**src/rtl/dcim_pkg.sv**
```systemverilog
// Shared opcodes, FSM state encoding and default geometry for the TinyDCIM command receiver.
package dcim_pkg;

    localparam int DCIM_ROWS = 8;
    localparam int DCIM_COLS = 8;

    localparam logic [7:0] OP_NOP    = 8'h00;
    localparam logic [3:0] OP_WROW   = 4'h1;   // upper nibble; lower nibble carries the row
    localparam logic [7:0] OP_LDACT  = 8'h20;
    localparam logic [7:0] OP_START  = 8'h30;
    localparam logic [7:0] OP_CLRERR = 8'hF0;

    typedef enum logic [1:0] {
        IDLE   = 2'd0,
        W_DATA = 2'd1,
        A_DATA = 2'd2
    } state_t;

endpackage

```
**src/rtl/dcim_cmd_rx_if.sv**
```systemverilog
// Host byte-stream link: data byte plus toggle strobe from the host, toggle ack back to it.
interface dcim_cmd_rx_if;
    logic [7:0] host_data;
    logic       host_stb;
    logic       host_ack;

    modport master (output host_data, output host_stb, input host_ack);
    modport slave  (input host_data, input host_stb, output host_ack);
endinterface

```
**src/rtl/dcim_sync_edge.sv**
```systemverilog
// Two-flop synchronizer for an asynchronous toggle line; pulses evt for one cycle per toggle.
module dcim_sync_edge (
    input  logic clk,
    input  logic rst_n,
    input  logic async_in,
    output logic evt
);
    logic sync_d, sync_q, prev_q;

    always_ff @(posedge clk) begin
        if (!rst_n) begin
            sync_d <= 1'b0;
            sync_q <= 1'b0;
            prev_q <= 1'b0;
        end else begin
            sync_d <= async_in;
            sync_q <= sync_d;
            prev_q <= sync_q;
        end
    end

    assign evt = sync_q ^ prev_q;

endmodule

```
**src/rtl/dcim_cmd_rx.sv**
```systemverilog
// Pin-level command decoder feeding the TinyDCIM array write ports and start pulse.
// Optional payload idle timeout is built when DCIM_CMD_TIMEOUT_EN is defined.
module dcim_cmd_rx
    import dcim_pkg::*;
#(
    parameter int ROWS        = DCIM_ROWS,
    parameter int COLS        = DCIM_COLS,
    parameter int TIMEOUT_CYC = 65535
) (
    input  logic                                clk,
    input  logic                                rst_n,
    dcim_cmd_rx_if.slave                        host,
    input  logic                                arr_busy,
    output logic                                w_we,
    output logic [((ROWS > 1) ? $clog2(ROWS) : 1)-1:0] w_addr,
    output logic [COLS-1:0]                     w_data,
    output logic                                a_we,
    output logic [((ROWS > 1) ? $clog2(ROWS) : 1)-1:0] a_idx,
    output logic [7:0]                          a_data,
    output logic                                start,
    output logic                                err,
    output logic [1:0]                          state_dbg
);
    localparam int AW = (ROWS > 1) ? $clog2(ROWS) : 1;

    // Geometry outside what the opcode format can address leaves this block empty on purpose.
    if (ROWS > 16 || COLS != 8 || TIMEOUT_CYC < 1 || TIMEOUT_CYC > 65535) begin : g_bad_cfg
    end

    logic          stb_evt;
    logic [7:0]    rx_byte;
    state_t        state;
    logic [AW-1:0] row;
    logic [AW-1:0] idx;
    logic          ack_q;
    logic          tmo_hit;

    dcim_sync_edge u_sync (
        .clk      (clk),
        .rst_n    (rst_n),
        .async_in (host.host_stb),
        .evt      (stb_evt)
    );

    assign rx_byte       = host.host_data;
    assign host.host_ack = ack_q;
    assign state_dbg     = state;

`ifdef DCIM_CMD_TIMEOUT_EN
    localparam logic [15:0] TMO_LAST = 16'(TIMEOUT_CYC - 1);
    logic [15:0] tmo_cnt;

    // Counts idle cycles inside a payload state; any byte event restarts the window.
    always_ff @(posedge clk) begin
        if (!rst_n || stb_evt || state == IDLE) begin
            tmo_cnt <= 16'd0;
        end else if (!tmo_hit) begin
            tmo_cnt <= tmo_cnt + 16'd1;
        end
    end

    assign tmo_hit = (state != IDLE) && (tmo_cnt == TMO_LAST);
`else
    assign tmo_hit = 1'b0;
`endif

    always_ff @(posedge clk) begin
        if (!rst_n) begin
            state  <= IDLE;
            row    <= '0;
            idx    <= '0;
            ack_q  <= 1'b0;
            err    <= 1'b0;
            w_we   <= 1'b0;
            w_addr <= '0;
            w_data <= '0;
            a_we   <= 1'b0;
            a_idx  <= '0;
            a_data <= '0;
            start  <= 1'b0;
        end else begin
            w_we  <= 1'b0;
            a_we  <= 1'b0;
            start <= 1'b0;
            if (stb_evt) begin
                ack_q <= ~ack_q;
                case (state)
                    IDLE: begin
                        if (rx_byte[7:4] == OP_WROW) begin
                            if (int'(rx_byte[3:0]) < ROWS) begin
                                row   <= rx_byte[AW-1:0];
                                state <= W_DATA;
                            end else begin
                                err <= 1'b1;
                            end
                        end else begin
                            case (rx_byte)
                                OP_NOP: ;
                                OP_LDACT: begin
                                    idx   <= '0;
                                    state <= A_DATA;
                                end
                                OP_START: begin
                                    if (arr_busy) err   <= 1'b1;
                                    else          start <= 1'b1;
                                end
                                OP_CLRERR: err <= 1'b0;
                                default:   err <= 1'b1;
                            endcase
                        end
                    end
                    W_DATA: begin
                        w_we   <= 1'b1;
                        w_addr <= row;
                        w_data <= rx_byte[COLS-1:0];
                        state  <= IDLE;
                    end
                    A_DATA: begin
                        a_we   <= 1'b1;
                        a_idx  <= idx;
                        a_data <= rx_byte;
                        idx    <= idx + 1'b1;
                        if (idx == AW'(ROWS - 1)) state <= IDLE;
                    end
                    default: state <= IDLE;
                endcase
            end else if (tmo_hit) begin
                state <= IDLE;
                err   <= 1'b1;
            end else if (!(state inside {IDLE, W_DATA, A_DATA})) begin
                state <= IDLE;
            end
        end
    end

endmodule

```
**src/flat_wrapper.sv**
```systemverilog
// flat-port wrapper written by rule: the top's interface ports become plain ports
module dcim_cmd_rx_flat import dcim_pkg::*;
#(
    parameter int ROWS        = DCIM_ROWS,
    parameter int COLS        = DCIM_COLS,
    parameter int TIMEOUT_CYC = 65535
)
  (clk, rst_n, arr_busy, w_we, w_addr, w_data, a_we, a_idx, a_data, start, err, state_dbg, host_host_data, host_host_stb, host_host_ack);
  dcim_cmd_rx_if host_i ();
  input  logic clk;
  input  logic rst_n;
  input  logic arr_busy;
  output logic w_we;
  output logic [((ROWS > 1) ? $clog2(ROWS) : 1)-1:0] w_addr;
  output logic [COLS-1:0] w_data;
  output logic a_we;
  output logic [((ROWS > 1) ? $clog2(ROWS) : 1)-1:0] a_idx;
  output logic [7:0] a_data;
  output logic start;
  output logic err;
  output logic [1:0] state_dbg;
  input wire logic [$bits(host_i.host_data)-1:0] host_host_data;
  input wire logic [$bits(host_i.host_stb)-1:0] host_host_stb;
  output wire logic [$bits(host_i.host_ack)-1:0] host_host_ack;
  assign host_i.host_data = host_host_data;
  assign host_i.host_stb = host_host_stb;
  assign host_host_ack = host_i.host_ack;
  dcim_cmd_rx #(.ROWS(ROWS), .COLS(COLS), .TIMEOUT_CYC(TIMEOUT_CYC)) u_core (.clk(clk), .rst_n(rst_n), .host(host_i), .arr_busy(arr_busy), .w_we(w_we), .w_addr(w_addr), .w_data(w_data), .a_we(a_we), .a_idx(a_idx), .a_data(a_data), .start(start), .err(err), .state_dbg(state_dbg));
endmodule
```
**config.mk**
```make
export PLATFORM = sky130hd
export DESIGN_NAME = dcim_cmd_rx_flat
export DESIGN_NICKNAME = d
export VERILOG_FILES = /design/src/rtl/dcim_pkg.sv /design/src/rtl/dcim_cmd_rx_if.sv /design/src/rtl/dcim_sync_edge.sv /design/src/rtl/dcim_cmd_rx.sv /design/src/flat_wrapper.sv
export SDC_FILE = /design/constraint.sdc
export NUM_CORES = 1
export LEC_CHECK = 0
export CAP_MARGIN = 20
export CELL_PAD_IN_SITES_DETAIL_PLACEMENT = 0
export CELL_PAD_IN_SITES_GLOBAL_PLACEMENT = 1
export CORE_UTILIZATION = 34
export CTS_CLUSTER_DIAMETER = 60
export DETAILED_ROUTE_END_ITERATION = 6
export GPL_TIMING_DRIVEN = 0
export PLACE_DENSITY_LB_ADDON = 0.1
export SLEW_MARGIN = 20
export SYNTH_ARGS = -nofsm -noshare
export SYNTH_HDL_FRONTEND = slang
export SYNTH_SLANG_ARGS = --single-unit
```
**constraint.sdc**
```tcl
create_clock -name clk -period 1.45 [get_ports clk]
set_input_delay 0.29 -clock clk [delete_from_list [all_inputs] [get_ports clk]]
set_output_delay 0.29 -clock clk [all_outputs]
set_load 0.02 [all_outputs]
```
; After elaboration in Yosys (flattened, before gate mapping)
; Index checks and enable logic that the tools add are counted.
[word_totals]
regBits = 38
input_bits = 12
[classes]
n_mux = 17
n_reduce_logical = 13
addsub = 1
magnitude_cmp = 1
eq_ne = 16
bitwise_logic = 6
[ops]
columns = operator, n
row1 = equality test 8 x 6 -> 1 bit (second input constant), 2
row2 = 2-to-1 mux 2 bit, 6
row3 = AND reduction 4 bit, 3
row4 = equality test 8 bit (second input constant), 1
row5 = logical NOT 8 bit, 1
row6 = inequality test 4 bit (second input constant), 2
row7 = 2-to-1 mux 1 bit, 6
row8 = 2-to-1 mux 3 bit, 2
row9 = inequality test 2 bit (second input constant), 3
row10 = case mux 3 bit (2 select lines), 1
row11 = AND reduction 2 bit, 3
row12 = NOT 1 bit, 5
row13 = AND reduction 5 bit, 1
row14 = OR reduction 5 bit, 1
row15 = equality test 4 x 1 -> 1 bit (second input constant), 1
row16 = less-than comparator 4 bit (second input constant), 1
row17 = inequality test 2 x 1 -> 1 bit (second input constant), 2
row18 = case mux 2 bit (2 select lines), 1
row19 = adder 3 x 1 -> 3 bit (second input constant), 1
row20 = equality test 3 bit (second input constant), 1
row21 = inequality test 3 x 2 -> 1 bit (second input constant), 1
row22 = inequality test 3 bit (second input constant), 1
row23 = case mux 1 bit (3 select lines), 1
row24 = nonzero test 3 bit, 1
row25 = other kinds (6), 6

; Logic depth before layout (Yosys ltp)
; Gate-level depths: netlist of the first run.
[depth]
depth_word = 5
mapped_depth = 6
ltp_nobuf = 6

; Modules after synthesis
; A second synthesis of the first run with hierarchy kept.
[unflattened]
cells_unflattened = 161
hier_area_um2 = 1497.7
[by_module_without_submodules]
columns = mod, cells_per_inst, area_each_um2, n_inst, seq_area_each_um2
row1 = dcim_cmd_rx, 154, 1408.9, 1, 700.7
row2 = dcim_sync_edge, 7, 88.8, 1, 60.1

; Worst setup path before layout of the first run
; OpenSTA, ideal clock, no wires.
[synth_path]
path_type = flip-flop to flip-flop
from = register u_core.state[1], in the netlist u_core.state_dbg[1]
to = register u_core.w_addr[2] in the netlist's numbering
slack_ns = 0.143
setup_time_ns = 0.128
stages_incl_launch_ff = 5
arrival_ns = 1.179
period_less_slack_ns = 1.307
n_path_buf = 1
cell_sequence = dfxtp_1 > nand3b_1 > buf_4 > mux2i_1 > nor2_1
[synth_between]
elab_chain_cells = 2
[synth_lines]
columns = item, line_no
row1 = start: declaration, dcim_cmd_rx.sv:32  ; state_t state;
row2 = start signal: assignment, dcim_cmd_rx.sv:69  ; state <= IDLE;
row3 = start signal: assignment, dcim_cmd_rx.sv:92  ; state <= W_DATA;
row4 = start signal: assignment, dcim_cmd_rx.sv:101  ; state <= A_DATA;
row5 = equality test 2 x 1 -> 1 bit, dcim_cmd_rx.sv:87  ; case (state)
row6 = AND reduction 2 bit (no source line), -
row7 = end signal: assignment, dcim_cmd_rx.sv:114  ; w_addr <= row;
row8 = end: declaration, dcim_cmd_rx.sv:15  ; output logic [((ROWS > 1) ? $clog2(ROWS) : 1)-1:0] w_addr,
; No other way between the ends.
; A chain may end at the register's enable or synchronous reset.

; Worst setup path after layout of the first run
[layout_path]
from = register u_core.u_sync.sync_q
to = register u_core.a_data[6]
[layout_between]
elab_chain_cells = 2
[layout_lines]
columns = item, line_no
row1 = start: declaration, dcim_sync_edge.sv:8  ; logic sync_d, sync_q, prev_q;
row2 = start signal: assignment, dcim_sync_edge.sv:17  ; sync_q <= sync_d;
row3 = bitwise XOR 1 bit, dcim_sync_edge.sv:22  ; assign evt = sync_q ^ prev_q;
row4 = AND reduction 2 bit (no source line), -
row5 = end signal: assignment, dcim_cmd_rx.sv:121  ; a_data <= rx_byte;
row6 = end: declaration, dcim_cmd_rx.sv:19  ; output logic [7:0] a_data,
; No other way between the ends.

==> metrics.txt, run 1 <==
DRC viols=0; final setup fails=0; most common cell in the netlist=dfxtp_1; starting DRC count in detailed routing=45; fin. max-slew vios=0; Worst-Skew Late Latency=0.29 ns; I/O pin total=41; port bufs=40; Critical Path Start Type=flip-flop; GP Congestion=0.752; n_diodes=0; Num CTS Buffers=5; first-pass GRT wire length=5680 um; share of cells above drive strength 1=0.123; minimum clock period=1.35 ns; antenna-violating nets left=0; R2R Setup Slk=0.1 ns; worst slack, placed=-0.410 ns; antenna violations before repair=0; post-synth cell types=32; syn_area_per_cell=9.26 um2; vias in the first global route=1205; worst endpoint required time=1.62 ns; via count=1251; Setup Skew=0.00490 ns; Post-synth ARST share=0; Synthesis Warnings=0; H-tree lvl count=2; area leader, netlist=dfxtp_1; kind of critical path=flip-flop to flip-flop; clock transition at the registers of the reported paths=0.08 ns; Critical Path End Type=flip-flop; Worst Path Max Fanout=10; period utilisation layout=0.931; Layout area overhead=42.9%; final worst setup slack=0.0995 ns; largest net degree at the start of global routing=13; top cells by area, synth=dfxtp_1 (52%), mux2i_1 (9.6%), nand2_1 (7.0%), a21oi_1 (5.5%), nor2_1 (4.9%); top cell type's share of synthesized area=0.523; drt pass-1 iters=4; Post-synth EDFFs=0; root buf cell=clkbuf_8; Power Dens Cells=998 nW/um2; CTS Hold Bufs=0; Mapped Nets=171; fmax=740 MHz; post-synthesis cell count=157; DR vias/cell=4.79; fin util=0.512; Top FF cell, synth=dfxtp_1; Post-Syn Area=1450 um2; crit path DAT=1.52 ns; dpl hpwl=2410 um; final WL=3390 um; worst-margin pin slew=0.470 ns; register bit total from synthesis=38; register area share after synthesis=0.523; CTS sink cnt=38; leakage power=1.03 nW; final hold viol count=0; Die X=67.4 um; Layout Nets=224; CTS tree=yes; min-delay worst type=input pin to flip-flop; Initial Utilization=0.358; total die area=4540 um2; core area=4060 um2; GRT Overall Usage=0.170; outcome=completed; RSZ-0062 raised after global routing=no; total power=2.07 mW; commonest cells in the netlist=dfxtp_1 (38), nand2_1 (27), nor2_1 (19), a21oi_1 (16), mux2i_1 (14); maximum vdd drop=0.000609 V; Clock Tree Buf Depth=2; Slew HR=0.687; std cell rows=23; Routed WL per cell=13.0 um; GRT Residual Overflow=0; Max-Cap Viols=0; Die Y-Extent=67.4 um
[flip-flops by register name (all words and copies together) (netlist names)]
name	cells
u_core.a_data	8
u_core.a_idx	3
u_core.a_we	1
u_core.err	1
u_core.host.host_ack	1
u_core.idx	3
u_core.row	3
u_core.start	1
u_core.state_dbg	2
u_core.u_sync.prev_q	1
u_core.u_sync.sync_d	1
u_core.u_sync.sync_q	1
u_core.w_addr	3
u_core.w_data	8
u_core.w_we	1
[power breakdown]
part	internal (mW)	total (mW)	switching, mW
Combinational	0.0566	0.131	0.0749
Sequential	1.05	1.06	0.00578
Clock	0.506	0.885	0.379
Total	1.61	2.07	0.460
[worst max-delay path: stages, from the launching register on]
cell	delay (ns)
dfxtp_1	0.37
xor2_2	0.22
buf_6	0.17
nand3b_1	0.15
buf_6	0.18
nand2_1	0.07
a21oi_1	0.06
[cell type report]
class	instances	area [um2]
fill	386	1980
sequential	38	763
multi-input combinational	109	672
timing repair buffer	46	407
clock buffer	5	68.8
tap	50	62.6
buffer	8	57.6
clock inverter	3	40.0
inverter	2	7.51
[path summary, 6_finish.rpt]
| check | startpoint | to | depth (start not counted) |
|---|---|---|---|
| setup reg to reg | u_core.u_sync.sync_q | u_core.a_data[6] | 6 |
| hold / removal | host_host_data[3] | u_core.a_data[3] | 3 |
| setup / recovery | u_core.u_sync.sync_q | u_core.a_data[6] | 6 |
| hold reg to reg | u_core.u_sync.sync_d | u_core.u_sync.sync_q | 1 |
[cells by family after synthesis]
kind of cell,Yosys count,share of synthesized area
AND/OR/NAND/NOR,66,0.219
flip-flops,38,0.523
AO/OA/AOI/OAI,25,0.0921
multiplexers,14,0.0964
buffers and inverters,10,0.0396
XOR/XNOR,2,0.0121
adder cells (fa/ha/maj),2,0.0172
[placed cells by master (no fill, tap or decap), types with 2 or more instances in the layout]
cell type and count:
dfxtp_1 36, nor3_1 2, clkbuf_1 3, ha_1 2, dlygate4sd2_1 35, nor4_1 2, clkdlybuf4s50_1 3, dlymetal6s2s_1 2
mux2i_1 14, buf_6 3, o21ai_0 4, dfxtp_2 2, buf_4 7, clkbuf_8 5, nor2_1 19, clkinv_2 2
a21oi_1 16, nand2_1 27, nand2b_1 2, and2_1 3, a31oi_1 3, nand3b_1 2
[what timing repair did]
action	4_1_cts	5_1_grt
pin swaps	1	2
endpoints found under the hold margin	0	0
resized for setup	38	8
cloned	0	0
setup buffers	1	5
setup endpoints to repair	35	29
[per-stage QoR]
stage / instances / instance area, um2 / hold WS [ns] / TNS (ns)
after floorplan: 157 / 1450 / 0.366 / 0
after global placement: 247 / 1920 / 0.413 / -5.51
after detailed placement: 247 / 1920 / 0.431 / -6.19
after CTS: 256 / 2010 / 0.451 / 0
after global routing: 261 / 2080 / 0.372 / 0
final: 261 / 2080 / 0.371 / 0
[layer usage]
layer  part of all wire  up-vias  track usage
met1               0.49      577        0.221
met5                  0        -            0
met2               0.45       31        0.264
met4              0.013        0       0.0665
li1                   -      637            -
met3              0.045        6       0.0507
Power figures use the tool's default switching activity.
==> run 2: changes to the inputs <==
--- a/config.mk
+++ b/config.mk
@@ -5,7 +5,6 @@
 export SDC_FILE = /design/constraint.sdc
 export NUM_CORES = 1
 export LEC_CHECK = 0
-export CAP_MARGIN = 20
 export CELL_PAD_IN_SITES_DETAIL_PLACEMENT = 0
 export CELL_PAD_IN_SITES_GLOBAL_PLACEMENT = 1
 export CORE_UTILIZATION = 34
==> results of run 2 <==
The final DEF is identical to that of run 1; final timing and power are the same.
==> run 3: changes to the inputs <==
--- a/config.mk
+++ b/config.mk
@@ -12,7 +12,6 @@
 export DETAILED_ROUTE_END_ITERATION = 6
 export GPL_TIMING_DRIVEN = 0
 export PLACE_DENSITY_LB_ADDON = 0.1
-export SLEW_MARGIN = 20
 export SYNTH_ARGS = -nofsm -noshare
 export SYNTH_HDL_FRONTEND = slang
 export SYNTH_SLANG_ARGS = --single-unit
==> results of run 3 <==
The final DEF is identical to that of run 1; final timing and power are the same.
==> RTL change, RTL diff (config.mk and constraints of run 2) <==
Build with the macro `DCIM_CMD_TIMEOUT_EN` defined.
--- a/src/rtl/dcim_cmd_rx.sv
+++ b/src/rtl/dcim_cmd_rx.sv
@@ -2,2 +2,4 @@
 // Optional payload idle timeout is built when DCIM_CMD_TIMEOUT_EN is defined.
+`define DCIM_CMD_TIMEOUT_EN
+
 module dcim_cmd_rx
Behaviour: same outputs for any inputs over 10 cycles, from zero or initial values and one cycle with rst_n low; that may be too few to reach the edited logic, so the function may still have changed.
==> RTL change against run 2 <==
The flow now finishes with violations (design-rule violations, negative setup slack); via count rose by 65%; die area rose by 56%; first-iteration DRC count rose by 71%; sequential power rose by 41%; wire length rose by 80%; non-clock buffer count rose by 31; clock skew rose by 5.7 ps; area after synthesis rose by 57%; power rose by 24%; worst setup slack got worse by 350 ps; sequential cell count rose by 16; final area rose by 67%.
==> RTL change: results (changes against run 2) <==
outcome:
  outcome: "finished, violations left"
  violations: "design-rule violations, negative setup slack"
yosys:
  syn_nets: 269  # +57%
  avgSynthCellArea_um2: 9.05  # -2.3%
  seq_area_frac_synth_pct: 47.2  # -5.1 points
  synth.distinct_cells: 42  # +31%
  synth_common_cells: "dfxtp_1, nand2_1, nor2_1"
  synthArstFlopShare_pct: 0  # unchanged
  synthTopCellsByArea: "dfxtp_1, mux2i_1, nand2_1"
critical_path:
  r2r_start: "u_core.state_dbg[0]$_SDFFE_PN0P_"
  r2r_end: "u_core.err$_SDFFE_PN0P_"
  crit_path_top_delay_cell: "or4_4"
  crit_fanout: 6  # -4
  critical-path-max-stage-delay_ps: 600  # +230 ps
  crit_family: "simple AND/OR/NAND/NOR gates"
  rr_worst_depth: 6  # unchanged
  crit_arrival_ps: 1930  # +410 ps
routing:
  via_count: 2061  # +65%
  drt_pre_antenna_iters: 6  # +2
  wl_mm: 6.09  # +80%
  drc: 6  # +6
  post_drt_wl_per_cell_um: 14.9  # +15%
  ant_nets: 0  # unchanged
  drt_iter0_drc: 77  # +71%
global_route:
  grt_max_degree: 19  # +6
  grt_pass1_wl_mm: 9.85  # +74%
  grt_use_met2_pct: 28.1  # +1.7 points
  grt_pass1_vias: 1978  # +64%
  track_usage_pct: 17.7  # +0.69 points
  grt.met1_usage_pct: 24.6  # +2.4 points
  use_met3_pct: 2.97  # -2.1 points
timing:
  setup_tns_ps: -5470  # -5470 ps
  finalHoldWorstSlack_ps: 241  # -130 ps
  skew_ps: 10.6  # +5.67 ps
  setup_violations: 33  # +33
  worst_pin_slew_ps: 570  # +101 ps
  worst_slack_ps: -249  # -348 ps
power_and_ir_drop:
  ir_worst_vdd_v: 0.000414  # -32%
  leakage_nw: 1.47  # +43%
hold_path:
  hp-start: "host_host_data[6]"
  min_to: "u_core.a_data[6]$_SDFFE_PN0P_"
clock_network:
  clk-insertion-delay-late_ps: 310  # +20 ps
  clkTransAtPathRegs_ps: 110  # +30 ps
  cts_inserted_buffers: 5  # unchanged
cells_and_area:
  fin_nets: 348  # +55%
  top_register: "u_core.tmo_cnt"
  diodes: 0  # unchanged
  reg_top3: "u_core.tmo_cnt x16, u_core.a_data x8, u_core.w_data x8"
  drive_above_1_share_pct: 35.4  # +23 points
placed_design:
  placed_area_um2: 2880  # +50%
  place.gp.congestion: 0.798  # +6.2%
  dp_hpwl_mm: 3.94  # +63%
  place_inst: 370  # +50%
-- RTL change: cell count changes after synthesis, sizes merged, moves of 3 or more --
cell           run 2  this run
nor2              19        33
nand3              1        10
nand4              2         5
nor3               3         6
and4               0         3
nand2             27        34
xnor2              1         6
a211oi             1         5
clkbuf             3         8
xor2               1         9
a21oi             16        19
dfxtp             38        54
nand4b             0         3
-- RTL change: worst max path at each step --
stage	start	cells past startpoint	to
2_1_floorplan	u_core.tmo_cnt[0]$_SDFFE_PP0N_	8	u_core.err$_SDFFE_PN0P_
3_3_place_gp	host_host_data[5]	6	u_core.state_dbg[1]$_SDFFE_PN0P_
3_5_place_dp	host_host_data[5]	6	u_core.state_dbg[1]$_SDFFE_PN0P_
4_1_cts	u_core.tmo_cnt[0]$_SDFFE_PP0N_	7	u_core.err$_SDFFE_PN0P_
5_1_grt	u_core.state_dbg[0]$_SDFFE_PN0P_	7	u_core.tmo_cnt[12]$_SDFFE_PP0N_
6_report	u_core.state_dbg[0]$_SDFFE_PN0P_	6	u_core.err$_SDFFE_PN0P_
-- RTL change: what timing repair did --
action                                  CTS  global route
setup buffers                            20            12
resized for setup                       103            50
pin swaps                                15            18
endpoints found under the setup margin   76            44
gates cloned                              1             2
hold buffers                              0             0
-- RTL change: area by class of cell --
cell class / instances / area, um2
buffer: 10 / 83.8
tap: 77 / 96.3
multi-input combinational: 183 / 1410
clock buffer: 5 / 68.8
fill: 625 / 2940
sequential: 54 / 1120
clock inverter: 3 / 26.3
timing repair buffer: 75 / 653
inverter: 3 / 13.8
-- RTL change: tightest hold or removal path: stages --
cell and delay, ps:
buf_6 110, nand2_1 50, a21oi_1 50
-- RTL change: layer usage --
layer / vias up / share of wire, %
li1: 1043 / -
met1: 983 / 48
met2: 28 / 48
met3: 7 / 2.9
met4: 0 / 1.1
met5: - / 0
-- RTL change: stage by stage --
| step | worst slack [ps] | total power (W) |
|---|---|---|
| 2_1_floorplan | -295 | 0.00162 |
| 3_3_place_gp | -956 | 0.00170 |
| 3_5_place_dp | -944 | 0.00170 |
| 4_1_cts | -317 | 0.00258 |
| 5_1_grt | -313 | 0.00267 |
| 6_report | -249 | 0.00256 |
-- RTL change: cells by family after synthesis --
family / Yosys count / synth area share [%]
AO/OA/AOI/OAI: 37 / 11.0
flip-flops: 54 / 47.2
XOR/XNOR: 15 / 5.74
AND/OR/NAND/NOR: 114 / 24.5
multiplexers: 13 / 5.68
adder cells (fa/ha/maj): 4 / 2.19
buffers and inverters: 16 / 3.66
-- RTL change: power by group --
group          leakage (nW)  switching (W)  internal [W]
registers             0.446     0.00000956       0.00148
clock network        0.0483       0.000520      0.000350
logic                 0.976       0.000117     0.0000903
